`src/rtl/lcd_timing_ctrl.sv`:
```
// RGB LCD timing generator: clk/2 pixel clock, H/V scan counters, sync/DE decode
// and a one-pixel-early data request; scanning starts and stops on frame boundaries.
module lcd_timing_ctrl #(
    parameter int unsigned H_SYNC  = 41,
    parameter int unsigned H_BACK  = 2,
    parameter int unsigned H_DISP  = 480,
    parameter int unsigned H_FRONT = 2,
    parameter int unsigned V_SYNC  = 10,
    parameter int unsigned V_BACK  = 2,
    parameter int unsigned V_DISP  = 272,
    parameter int unsigned V_FRONT = 2
) (
    input  logic        clk,
    input  logic        rst_n,
    input  logic        en,
    output logic        lcd_pclk,
    output logic        pix_ce,
    output logic        lcd_hs,
    output logic        lcd_vs,
    output logic        lcd_de,
    output logic        data_req,
    output logic [10:0] pixel_xpos,
    output logic [10:0] pixel_ypos,
    output logic        frame_start,
    output logic        busy
);

    localparam int unsigned H_TOTAL = H_SYNC + H_BACK + H_DISP + H_FRONT;
    localparam int unsigned V_TOTAL = V_SYNC + V_BACK + V_DISP + V_FRONT;

    localparam logic [10:0] H_LAST   = 11'(H_TOTAL - 1);
    localparam logic [10:0] V_LAST   = 11'(V_TOTAL - 1);
    localparam logic [10:0] HS_END   = 11'(H_SYNC);
    localparam logic [10:0] VS_END   = 11'(V_SYNC);
    localparam logic [10:0] HDE_BEG  = 11'(H_SYNC + H_BACK);
    localparam logic [10:0] HDE_END  = 11'(H_SYNC + H_BACK + H_DISP);
    localparam logic [10:0] HREQ_BEG = 11'(H_SYNC + H_BACK - 1);
    localparam logic [10:0] HREQ_END = 11'(H_SYNC + H_BACK + H_DISP - 1);
    localparam logic [10:0] VDE_BEG  = 11'(V_SYNC + V_BACK);
    localparam logic [10:0] VDE_END  = 11'(V_SYNC + V_BACK + V_DISP);

    typedef enum logic [1:0] {IDLE, RUN, STOPPING} state_e;

    state_e      state_q, state_d;
    logic        ph_q;
    logic [10:0] h_cnt_q, h_cnt_d;
    logic [10:0] v_cnt_q, v_cnt_d;
    logic        frame_start_q, frame_start_d;
    logic [10:0] h_adv, v_adv;
    logic        frame_end;

    always_ff @(posedge clk or negedge rst_n) begin
        if (!rst_n) begin
            ph_q          <= 1'b0;
            state_q       <= IDLE;
            h_cnt_q       <= '0;
            v_cnt_q       <= '0;
            frame_start_q <= 1'b0;
        end else begin
            ph_q          <= ~ph_q;
            state_q       <= state_d;
            h_cnt_q       <= h_cnt_d;
            v_cnt_q       <= v_cnt_d;
            frame_start_q <= frame_start_d;
        end
    end

    always_comb begin
        h_adv = h_cnt_q + 11'd1;
        v_adv = v_cnt_q;
        if (h_cnt_q == H_LAST) begin
            h_adv = '0;
            v_adv = (v_cnt_q == V_LAST) ? '0 : v_cnt_q + 11'd1;
        end
    end

    assign frame_end = (h_cnt_q == H_LAST) && (v_cnt_q == V_LAST);

    // frame_start is only ever set on a pixel step, so it clears on the following clk
    always_comb begin
        state_d       = state_q;
        h_cnt_d       = h_cnt_q;
        v_cnt_d       = v_cnt_q;
        frame_start_d = 1'b0;
        if (ph_q) begin
            unique case (state_q)
                IDLE: begin
                    h_cnt_d = '0;
                    v_cnt_d = '0;
                    if (en) begin
                        state_d       = RUN;
                        frame_start_d = 1'b1;
                    end
                end
                RUN: begin
                    h_cnt_d       = h_adv;
                    v_cnt_d       = v_adv;
                    frame_start_d = frame_end;
                    if (!en) state_d = STOPPING;
                end
                STOPPING: begin
                    h_cnt_d = h_adv;
                    v_cnt_d = v_adv;
                    if (en) begin
                        state_d       = RUN;
                        frame_start_d = frame_end;
                    end else if (frame_end) begin
                        state_d = IDLE;
                    end
                end
                default: state_d = IDLE;
            endcase
        end
    end

    logic active, h_de, v_de, h_req;

    always_comb begin
        active = (state_q != IDLE);
        h_de   = (h_cnt_q >= HDE_BEG)  && (h_cnt_q < HDE_END);
        h_req  = (h_cnt_q >= HREQ_BEG) && (h_cnt_q < HREQ_END);
        v_de   = (v_cnt_q >= VDE_BEG)  && (v_cnt_q < VDE_END);

        lcd_hs     = !(active && (h_cnt_q < HS_END));
        lcd_vs     = !(active && (v_cnt_q < VS_END));
        lcd_de     = active && h_de && v_de;
        data_req   = active && h_req && v_de;
        pixel_xpos = data_req ? h_cnt_q - HREQ_BEG : '0;
        pixel_ypos = data_req ? v_cnt_q - VDE_BEG : '0;
    end

    assign lcd_pclk    = ph_q;
    assign pix_ce      = ph_q;
    assign frame_start = frame_start_q;
    assign busy        = active;

endmodule

```
`config.mk`:
```
export PLATFORM = sky130hd
export DESIGN_NAME = lcd_timing_ctrl
export DESIGN_NICKNAME = d
export VERILOG_FILES = /design/src/rtl/lcd_timing_ctrl.sv
export SDC_FILE = /design/constraint.sdc
export NUM_CORES = 1
export LEC_CHECK = 0
export ABC_AREA = 1
export BUFFER_PORTS_ARGS = -buffer_cell sky130_fd_sc_hd__buf_2
export CORE_MARGIN = 2
export CORE_UTILIZATION = 25
export DETAILED_ROUTE_END_ITERATION = 16
export HOLD_SLACK_MARGIN = 0.05
export PLACE_DENSITY = 0.48
export SLEW_MARGIN = 20
export SYNTH_ARGS = -nofsm -noshare
export SYNTH_HDL_FRONTEND = slang
export SYNTH_SLANG_ARGS = --single-unit
```
`constraint.sdc`:
```
create_clock -name clk -period 1.8 [get_ports clk]
set_input_delay 0.09 -clock clk [delete_from_list [all_inputs] [get_ports clk]]
set_output_delay 0.09 -clock clk [all_outputs]
set_load 0.005 [all_outputs]
```
== Yosys cells after proc, flatten, opt, wreduce, memory -nomap -nowiden ==
Cells that the tools add are included.

* Output and inout port bits: 30
* Flip-flop bits (word level): 26
* Bits of input ports: 3

* $add $sub $neg: 4
* Magnitude comparators: 8
* Multiplexer cells: 16
* Eq/ne operators: 8
* Bitwise logic cells: 1
* Reduce and logical (&&, ||, !) cells: 19

{| class="wikitable"
|+ Operator list
! operator !! number
|-
| $mux W11 || 5
|-
| $pmux W11 S2 || 2
|-
| $add A11 B1 Y11 const B || 2
|-
| $ge A11 B6 Y1 const B || 2
|-
| $lt A11 B10 Y1 const B || 2
|-
| $eq A11 B10 Y1 const B || 1
|-
| $eq A11 B9 Y1 const B || 1
|-
| $ge A11 B4 Y1 const B || 1
|-
| $lt A11 B4 Y1 const B || 1
|-
| $lt A11 B6 Y1 const B || 1
|-
| $lt A11 B9 Y1 const B || 1
|-
| $sub A11 B4 Y11 const B || 1
|-
| $sub A11 B6 Y11 const B || 1
|-
| $logic_and A1 B1 Y1 || 10
|-
| $mux W2 || 4
|-
| $pmux W2 S3 || 1
|-
| $ne A2 B2 Y1 const B || 2
|-
| $reduce_and A4 Y1 || 1
|-
| $reduce_bool A2 Y1 || 2
|-
| $mux W1 || 3
|-
| $ne A3 B3 Y1 const B || 1
|-
| $pmux W1 S3 || 1
|-
| $reduce_and A3 Y1 || 1
|-
| $eq A2 B1 Y1 const B || 1
|-
| 7 further kinds || 8
|}

== Logic depth before layout (Yosys ltp) ==
Gate-level depths: netlist (run 1).

* Depth after elaboration: 5
* Mapped depth: 11
* Depth with buffers taken out: 11

== Worst setup path before layout (run 1) ==
OpenSTA, ideal clock, no wires.

* Kind: reg-to-output
* Start point: register h_cnt_q[1]
* End point: output port pixel_xpos[9]
* Slack: 229 ps
* Buffers on the path: 0
* Stages on the path, launching flop included: 10
* Data arrival time: 1481 ps
* Cell sequence: dfrtp_1 > inv_1 > ha_1 > inv_1 > nand2_1 > inv_1 > o21ai_0 > nand3_1 > xor2_1 > nor2_4

* Cells in the longest elaborated chain, start to end: 5
* Elaborated cells on any way between the ends: 7

{| class="wikitable"
|+ RTL lines
! what !! line !! text
|-
| from (decl) || 46 || <nowiki>logic [10:0] h_cnt_q, h_cnt_d;</nowiki>
|-
| from (signal assigned) || 62 || <nowiki>h_cnt_q <= h_cnt_d;</nowiki>
|-
| $ge A11 B6 Y1 / $lt A11 B10 Y1 (equally long branches) || 121 || <nowiki>h_req = (h_cnt_q >= HREQ_BEG) && (h_cnt_q < HREQ_END);</nowiki>
|-
| $logic_and A1 B1 Y1 || 121 ||
|-
| $logic_and A1 B1 Y1 (2 in series) || 127 || <nowiki>data_req = active && h_req && v_de;</nowiki>
|-
| $mux W11 (*) || 128 || <nowiki>pixel_xpos = data_req ? h_cnt_q - HREQ_BEG : '0;</nowiki>
|-
| to (decl) || 22 || <nowiki>output logic [10:0] pixel_xpos,</nowiki>
|}

Every way passes the cells marked *; elsewhere a longest branch is shown, timed or not.

== Worst setup path in the final report (run 1) ==
* Start point: register h_cnt_q[0]
* End point: output port pixel_xpos[10]

Same word-level chain as after synthesis.

==> results of run 1 <==
power groups by stage:
stage	Combinational (W)	Clock, W	Sequential (W)
6_report	0.00196	0.000364	0.000714
5_1_grt	0.00217	0.000401	0.000725
4_1_cts	0.00160	0.000383	0.000709
3_5_place_dp	0.00150	0	0.000716
3_3_place_gp	0.00151	0	0.000714
2_1_floorplan	0.000954	0	0.000741
registers in the layout (all words and copies together) (netlist names):
name and cells:
lcd_pclk 1, state_q 2, frame_start 1, h_cnt_q 11
v_cnt_q 11
through the flow:
stage	instance area, sq um	power [W]
after detailed placement	3110	0.00222
after floorplan	2650	0.00169
after global routing	3690	0.00330
after global placement	3110	0.00222
after CTS	3340	0.00269
final	3690	0.00304
area by class of cell:
class / count / area [sq um] / share of cell area [%]
clock buffer: 3 / 41.3 / 1.12
inverter: 50 / 194 / 5.26
multi-input combinational: 272 / 1910 / 51.8
sequential: 26 / 668 / 18.1
tap: 136 / 170 / 4.61
timing repair buffer: 95 / 706 / 19.1
Yosys cell counts, drive strengths merged:
master,number,share of area [%]
nor3,15,3.6
nand3,33,7.3
dfrtp,26,25
nor2,70,17
nand3b,1,0.28
clkinv,1,0.14
inv,49,7.0
clkbuf,1,0.14
a21oi,7,1.3
xor2,19,6.3
ha,13,6.1
a211oi,1,0.28
nand4,11,2.6
o22ai,2,0.47
nor3b,2,0.76
o21ai,26,5.3
buf,15,5.4
nand2,72,11
timing repair:
action,in CTS,in global routing
pin swaps,2,19
gates resized for setup,38,47
hold endpoints to repair,26,0
hold buffers,1,0
buffers inserted,10,17
cloned,0,1
endpoints found under the setup margin,24,46
logic make-up (layout without fill, tap and decap cells):
family	after synthesis	count (layout)	synth area share, %
AO/OA/AOI/OAI	36	36	7.42
XOR/XNOR	19	19	6.29
adder cells (fa/ha/maj)	13	13	6.14
buffers and inverters	66	148	12.8
flip-flops	26	26	24.6
AND/OR/NAND/NOR	204	204	42.8
cell usage in the layout, fill, tap and decap left out, types with 7 or more instances in the layout:
cell type / count
nor2_2: 7
inv_2: 13
nand4_1: 11
inv_1: 34
dfrtp_1: 12
ha_1: 8
xor2_1: 17
buf_2: 32
nand3_1: 24
dfrtp_2: 14
o21ai_1: 11
nand2_1: 62
nor2_4: 35
o21ai_0: 12
nor2_1: 28
nor3_1: 8
buf_4: 54
nand2_2: 7
worst max-delay path by stage:
stage | startpoint | endpoint | slack (ns) | cells past startpoint
final | h_cnt_q[0] | pixel_xpos[10] | -0.16 | 10
after global routing | v_cnt_q[3] | pixel_xpos[10] | -0.26 | 11
after CTS | h_cnt_q[1] | pixel_xpos[8] | -0.15 | 8
after detailed placement | h_cnt_q[1] | pixel_xpos[9] | 0.03 | 10
after global placement | state_q[0] | v_cnt_q[1] | 0.08 | 8
after floorplan | h_cnt_q[1] | pixel_xpos[9] | 0.23 | 9
critical path, cell delays in order (launching register included):
cell and delay, ns:
dfrtp_1 0.40, inv_2 0.11, buf_4 0.13, nand2_1 0.08
nor3_4 0.22, nor2_4 0.05, nor2_4 0.10, nand2_4 0.12
clkbuf_16 0.19, nor2_1 0.07, buf_2 0.11
metal layers:
metal / vias up / global-route usage [%]
li1: 1324 / -
met1: 1221 / 20.0
met2: 56 / 21.3
met3: 11 / 1.40
met4: 0 / 2.78
met5: - / 0
==> results.yml, run 1 <==
critical_path:
  r2r-start: "h_cnt_q[1]"
  start_kind: "flop"
  path_class: "reg -> out"
  end_kind: "primary output"
  r2r-end: "h_cnt_q[9]"
  rrSetupSlack_ns: 0.13
  reg2reg_depth: 10
  cp_max_fo: 6
  crit_arrival_ns: 1.87
  crit_required_ns: 1.71
worst_hold_path:
  holdPathEnd: "frame_start"
  hp-start: "en"
  min_path_type: "in -> reg"
  holdPathStages: 3
sta:
  post-route-period-util_pct: 109
  maxSlewHeadroom_pct: 57.0
  hold_slack_ns: 0.103
  slew_viol_final: 0
  hold_violations: 0
  worst_slew_pin_slew_ns: 0.645
  setup_slack_ns: -0.161
  max_freq_ghz: 0.510
  setup_viol: 23
  clock_skew_ns: 0.0102
  setup-tns-final_ns: -2.96
  period_minus_slack_ns: 1.96
  rsz0062_at_grt: "yes"
global_routing:
  grt_pass1_vias: 2464
  grt_start_max_net_pins: 27
  antenna_found_initial: 0
  overflow: 0
  grt_usage_pct: 13.5
  grt_pass1_wl_mm: 12.4
route:
  drtIter0Drc: 144
  post_drt_wl_per_cell_um: 13.0
  met1_length_mm: 3.77
  topRoutingLayerUsed: "met4"
  route.met2.wl_mm: 3.36
  wl_mm: 7.57
  drc: 0
  met3WireLength_um: 273
  first_pass_iters: 4
  vias_per_cell: 4.49
  ant_nets: 0
  via_count: 2612
power_and_ir_drop:
  cellLeakagePower_nw: 1.85
  power.internal_w: 0.00164
  combPwrFrac_pct: 64.5
  ir_drop_v: 0.000520
  pwr-share-clk_pct: 12.0
  switching_share_pct: 45.9
  pwr_density_cell_nw_per_um2: 824
  p_switching_w: 0.00140
  p_seq_share_pct: 23.5
placement:
  gp_congestion: 0.860
  dp_slack_ns: 0.0321
  hpwl_mm: 5.76
  io_buffers: 32
  dpl.cell_count: 550
cells_and_area:
  fin_nets: 464
  drive_above_1_share_pct: 46.4
  n_fill_cell: 1091
  diodes: 0
  area_growth_pct: 39.4
  final_util_pct: 35.7
  fin_cells: 582
cts:
  cts_buffer_depth: 2
  cts.reportedPaths.clkPinSlew_ns: 0.11
  numCtsBuffers: 3
  clock_sinks: 26
  cts_tree: "yes"
  cts_root_buf: "clkbuf_8"
  clk_latency_ns: 0.28
  cts_htree_levels: 1
floorplanning:
  num_rows: 37
  coreArea_sq_um: 10300
  start_util_pct: 25.6
  die_h_um: 107
  die-area_sq_um: 11400
  io_pins: 33
  fp.dieW_um: 107
logic_synthesis:
  syn_area_per_cell_sq_um: 7.27
  ys_seq_area_share_pct: 24.6
  ys_warn_count: 0
  synth_area_sq_um: 2650
  synth.distinct_cells: 35
  syn-instance-count: 364
  synth_nets: 380
  synth_seq_cells: 26
status:
  status: "finished with violations"
  violations: "setup timing"
run:
  drv_cap: 0
No activity file was read; power rests on OpenSTA's default activity.
==> inputs of run 2 (changes only) <==
--- a/config.mk
+++ b/config.mk
@@ -5,7 +5,7 @@
 export SDC_FILE = /design/constraint.sdc
 export NUM_CORES = 1
 export LEC_CHECK = 0
-export ABC_AREA = 1
+export ABC_AREA = 0
 export BUFFER_PORTS_ARGS = -buffer_cell sky130_fd_sc_hd__buf_2
 export CORE_MARGIN = 2
 export CORE_UTILIZATION = 25
==> constraint.sdc (replaced) <==
create_clock -name clk -period 1.8 [get_ports clk]
set_input_delay 0.36 -clock clk [delete_from_list [all_inputs] [get_ports clk]]
set_output_delay 0.36 -clock clk [all_outputs]
set_load 0.005 [all_outputs]
==> run 2 against run 1 <==
  * The run still ends with setup timing left
  * Utilization up 5.9 points
  * Sequential share of layout area about the same
  * Synthesized cell count down 26%
  * Sequential power down 5.5%
  * Combinational power about the same
  * Clock-buffer cell count unchanged
  * Maximum frequency down 28%
  * Largest power group unchanged
==> results.yml, run 2 <==
status:
  status: "finished with violations"
  violations: "setup timing"
sta:
  period_minus_slack_ns: 2.71
  rsz0062_at_grt: "yes"
  setup-tns-final_ns: -23.73
  maxSlewHeadroom_pct: 54.4
  hold_slack_ns: 0.0994
  hold_violations: 0
  setup_slack_ns: -0.910
  slew_viol_final: 0
  max_freq_ghz: 0.369
  setup_viol: 39
  clock_skew_ns: 0.0110
  post-route-period-util_pct: 151
  worst_slew_pin_slew_ns: 0.684
logic_synthesis:
  synth.distinct_cells: 52
  ys_warn_count: 0
  synth_area_sq_um: 2210
  yosys.area.top_type: "dfrtp_1"
  synthArstFlopShare_pct: 100
  synth_edf_count: 0
  synth_commonest_cells: "nand2_1 (31), dfrtp_1 (26), nor2_1 (23)"
  synth_nets: 286
  synthTopCellsByArea: "dfrtp_1 (29%), ha_1 (7.4%), nand2_1 (5.3%)"
  synth_ff_type: "dfrtp_1"
  syn-instance-count: 270
  syn_area_per_cell_sq_um: 8.17
  synth_top_area_share_pct: 29.5
  ys_seq_area_share_pct: 29.5
  yosysMostFrequentCell: "nand2_1"
  synth_seq_cells: 26
cells_and_area:
  area_growth_pct: 62.8
  n_fill_cell: 897
  reg.largest.list: "h_cnt_q x11, v_cnt_q x11, state_q x2"
  fin_nets: 390
  diodes: 0
  layout_commonest_cell: "buf_4"
  drive_above_1_share_pct: 53.1
  regArea_sq_um: 651
  final_cell_mix: "buf_4 (70), buf_2 (30), nand2_1 (28)"
  multi_input_area_sq_um: 1780
cts:
  clk_latency_ns: 0.29
  cts_root_buf: "clkbuf_8"
  cts_htree_levels: 1
  numCtsBuffers: 3
  cts_buffer_depth: 2
  cts.reportedPaths.clkPinSlew_ns: 0.11
  clock_sinks: 26
  cts_tree: "yes"
  holdBufCountCts: 0
critical_path:
  path_buf_inv: 3
  cp_max_fo: 10
  cpMaxStageDelayCell: "or3_4"
  path_class: "reg -> out"
  crit_arrival_ns: 2.35
  path_cells: "inv_2 > ha_4 > or3_4 > a2111oi_4 > o211ai_4 > buf_6 > nor3_2 > buf_2"
  start_kind: "flop"
  cp_slowest_stage_delay_ns: 0.40
  critical-path-top-delay-family: "simple AND/OR/NAND/NOR gates"
  end_kind: "primary output"
  r2r-start: "v_cnt_q[2]"
  critPathLaunch: "state_q[1]"
  crit_required_ns: 1.44
power_and_ir_drop:
  cellLeakagePower_nw: 1.73
  total_power_w: 0.00317
  ir_drop_v: 0.000420
  pwr_density_cell_nw_per_um2: 881
placement:
  io_buffers: 32
  hpwl_mm: 5.30
  gp_congestion: 0.781
global_routing:
  grt_pass1_vias: 2278
  grt_start_max_net_pins: 27
  antenna_found_initial: 0
  grt_usage_pct: 15.2
  overflow: 0
  grt_pass1_wl_mm: 11.8
route:
  ant_nets: 0
  first_pass_iters: 4
  drc: 0
  via_count: 2341
  drtIter0Drc: 123
  vias_per_cell: 4.87
  wl_mm: 7.57
  post_drt_wl_per_cell_um: 15.7
floorplanning:
  io_pins: 33
  start_util_pct: 25.6
  fp.dieW_um: 98.0
  die_h_um: 98.0
  die-area_sq_um: 9600
  coreArea_sq_um: 8640
  num_rows: 34
worst_hold_path:
  min_path_type: "in -> async"
run:
  drv_cap: 0
[run 2: worst paths after layout]
check	end	slack, ns	depth (start not counted)
worst max-delay path	pixel_xpos[9]	-0.91	8
worst min-delay path	h_cnt_q[0]	0.1	1
worst max register to register	state_q[1]	-0.43	7
worst min register to register	h_cnt_q[0]	0.56	2
max in group asynchronous	v_cnt_q[0]	1.26	1
min in group clk	state_q[1]	0.28	2
[run 2: layer usage]
layer | part of all wire [%] | wire [um] | up-vias | track usage [%]
li1 | - | - | 1155 | -
met1 | 48 | 3670 | 1140 | 22.1
met2 | 48 | 3640 | 42 | 24.5
met3 | 2.5 | 189 | 4 | 1.43
met4 | 0.89 | 67 | 0 | 3.42
met5 | 0 | 0 | - | 0
[run 2: worst register-to-register path: stages, from the launching register on]
cell     delay, ns
dfrtp_1       0.37
ha_2          0.19
or3b_4        0.39
buf_6         0.14
or3_4         0.37
o31a_1        0.29
mux2_4        0.32
o21ai_2       0.10
[run 2: kinds of logic after synthesis]
kind of cell | Yosys count | synth area share, %
flip-flops | 26 | 29.5
AO/OA/AOI/OAI | 51 | 15.9
buffers and inverters | 32 | 7.09
adder cells (fa/ha/maj) | 13 | 7.37
XOR/XNOR | 20 | 7.94
multiplexers | 1 | 0.510
AND/OR/NAND/NOR | 127 | 31.7
[run 2: area by class of cell]
cell class              count  area share (%)
inverters                  10            1.04
well taps                 108            3.76
clock buffers               3            1.15
clock inverters             1           0.836
multi-input cells         212            49.6
repair buffers            121            25.5
flip-flops and latches     26            18.1
[run 2: stage by stage]
| step | instances | area [sq um] | worst slack [ns] | utilization, % |
|---|---|---|---|---|
| global placement | 458 | 3000 | -0.661 | 34.7 |
| CTS | 473 | 3340 | -0.949 | 38.6 |
| global route | 481 | 3590 | -1.04 | 41.6 |
| detailed placement | 458 | 3000 | -0.690 | 34.7 |
| finish | 481 | 3590 | -0.910 | 41.6 |
| floorplan | 270 | 2300 | -0.524 | - |
[run 2: timing repair]
| action | CTS | global route |
|---|---|---|
| gates resized for setup | 45 | 54 |
| buffers inserted | 11 | 12 |
| cloned | 0 | 2 |
| pin swaps | 15 | 13 |
| endpoints found under the setup margin | 40 | 49 |
| endpoints found under the hold margin | 0 | 0 |
[run 2: where the power goes]
| group | total, W | internal [W] | switching, W |
|---|---|---|---|
| sequential | 0.000675 | 0.000637 | 0.0000372 |
| combinational | 0.00197 | 0.000978 | 0.000990 |
| clock | 0.000525 | 0.000298 | 0.000226 |
| total | 0.00317 | 0.00191 | 0.00125 |
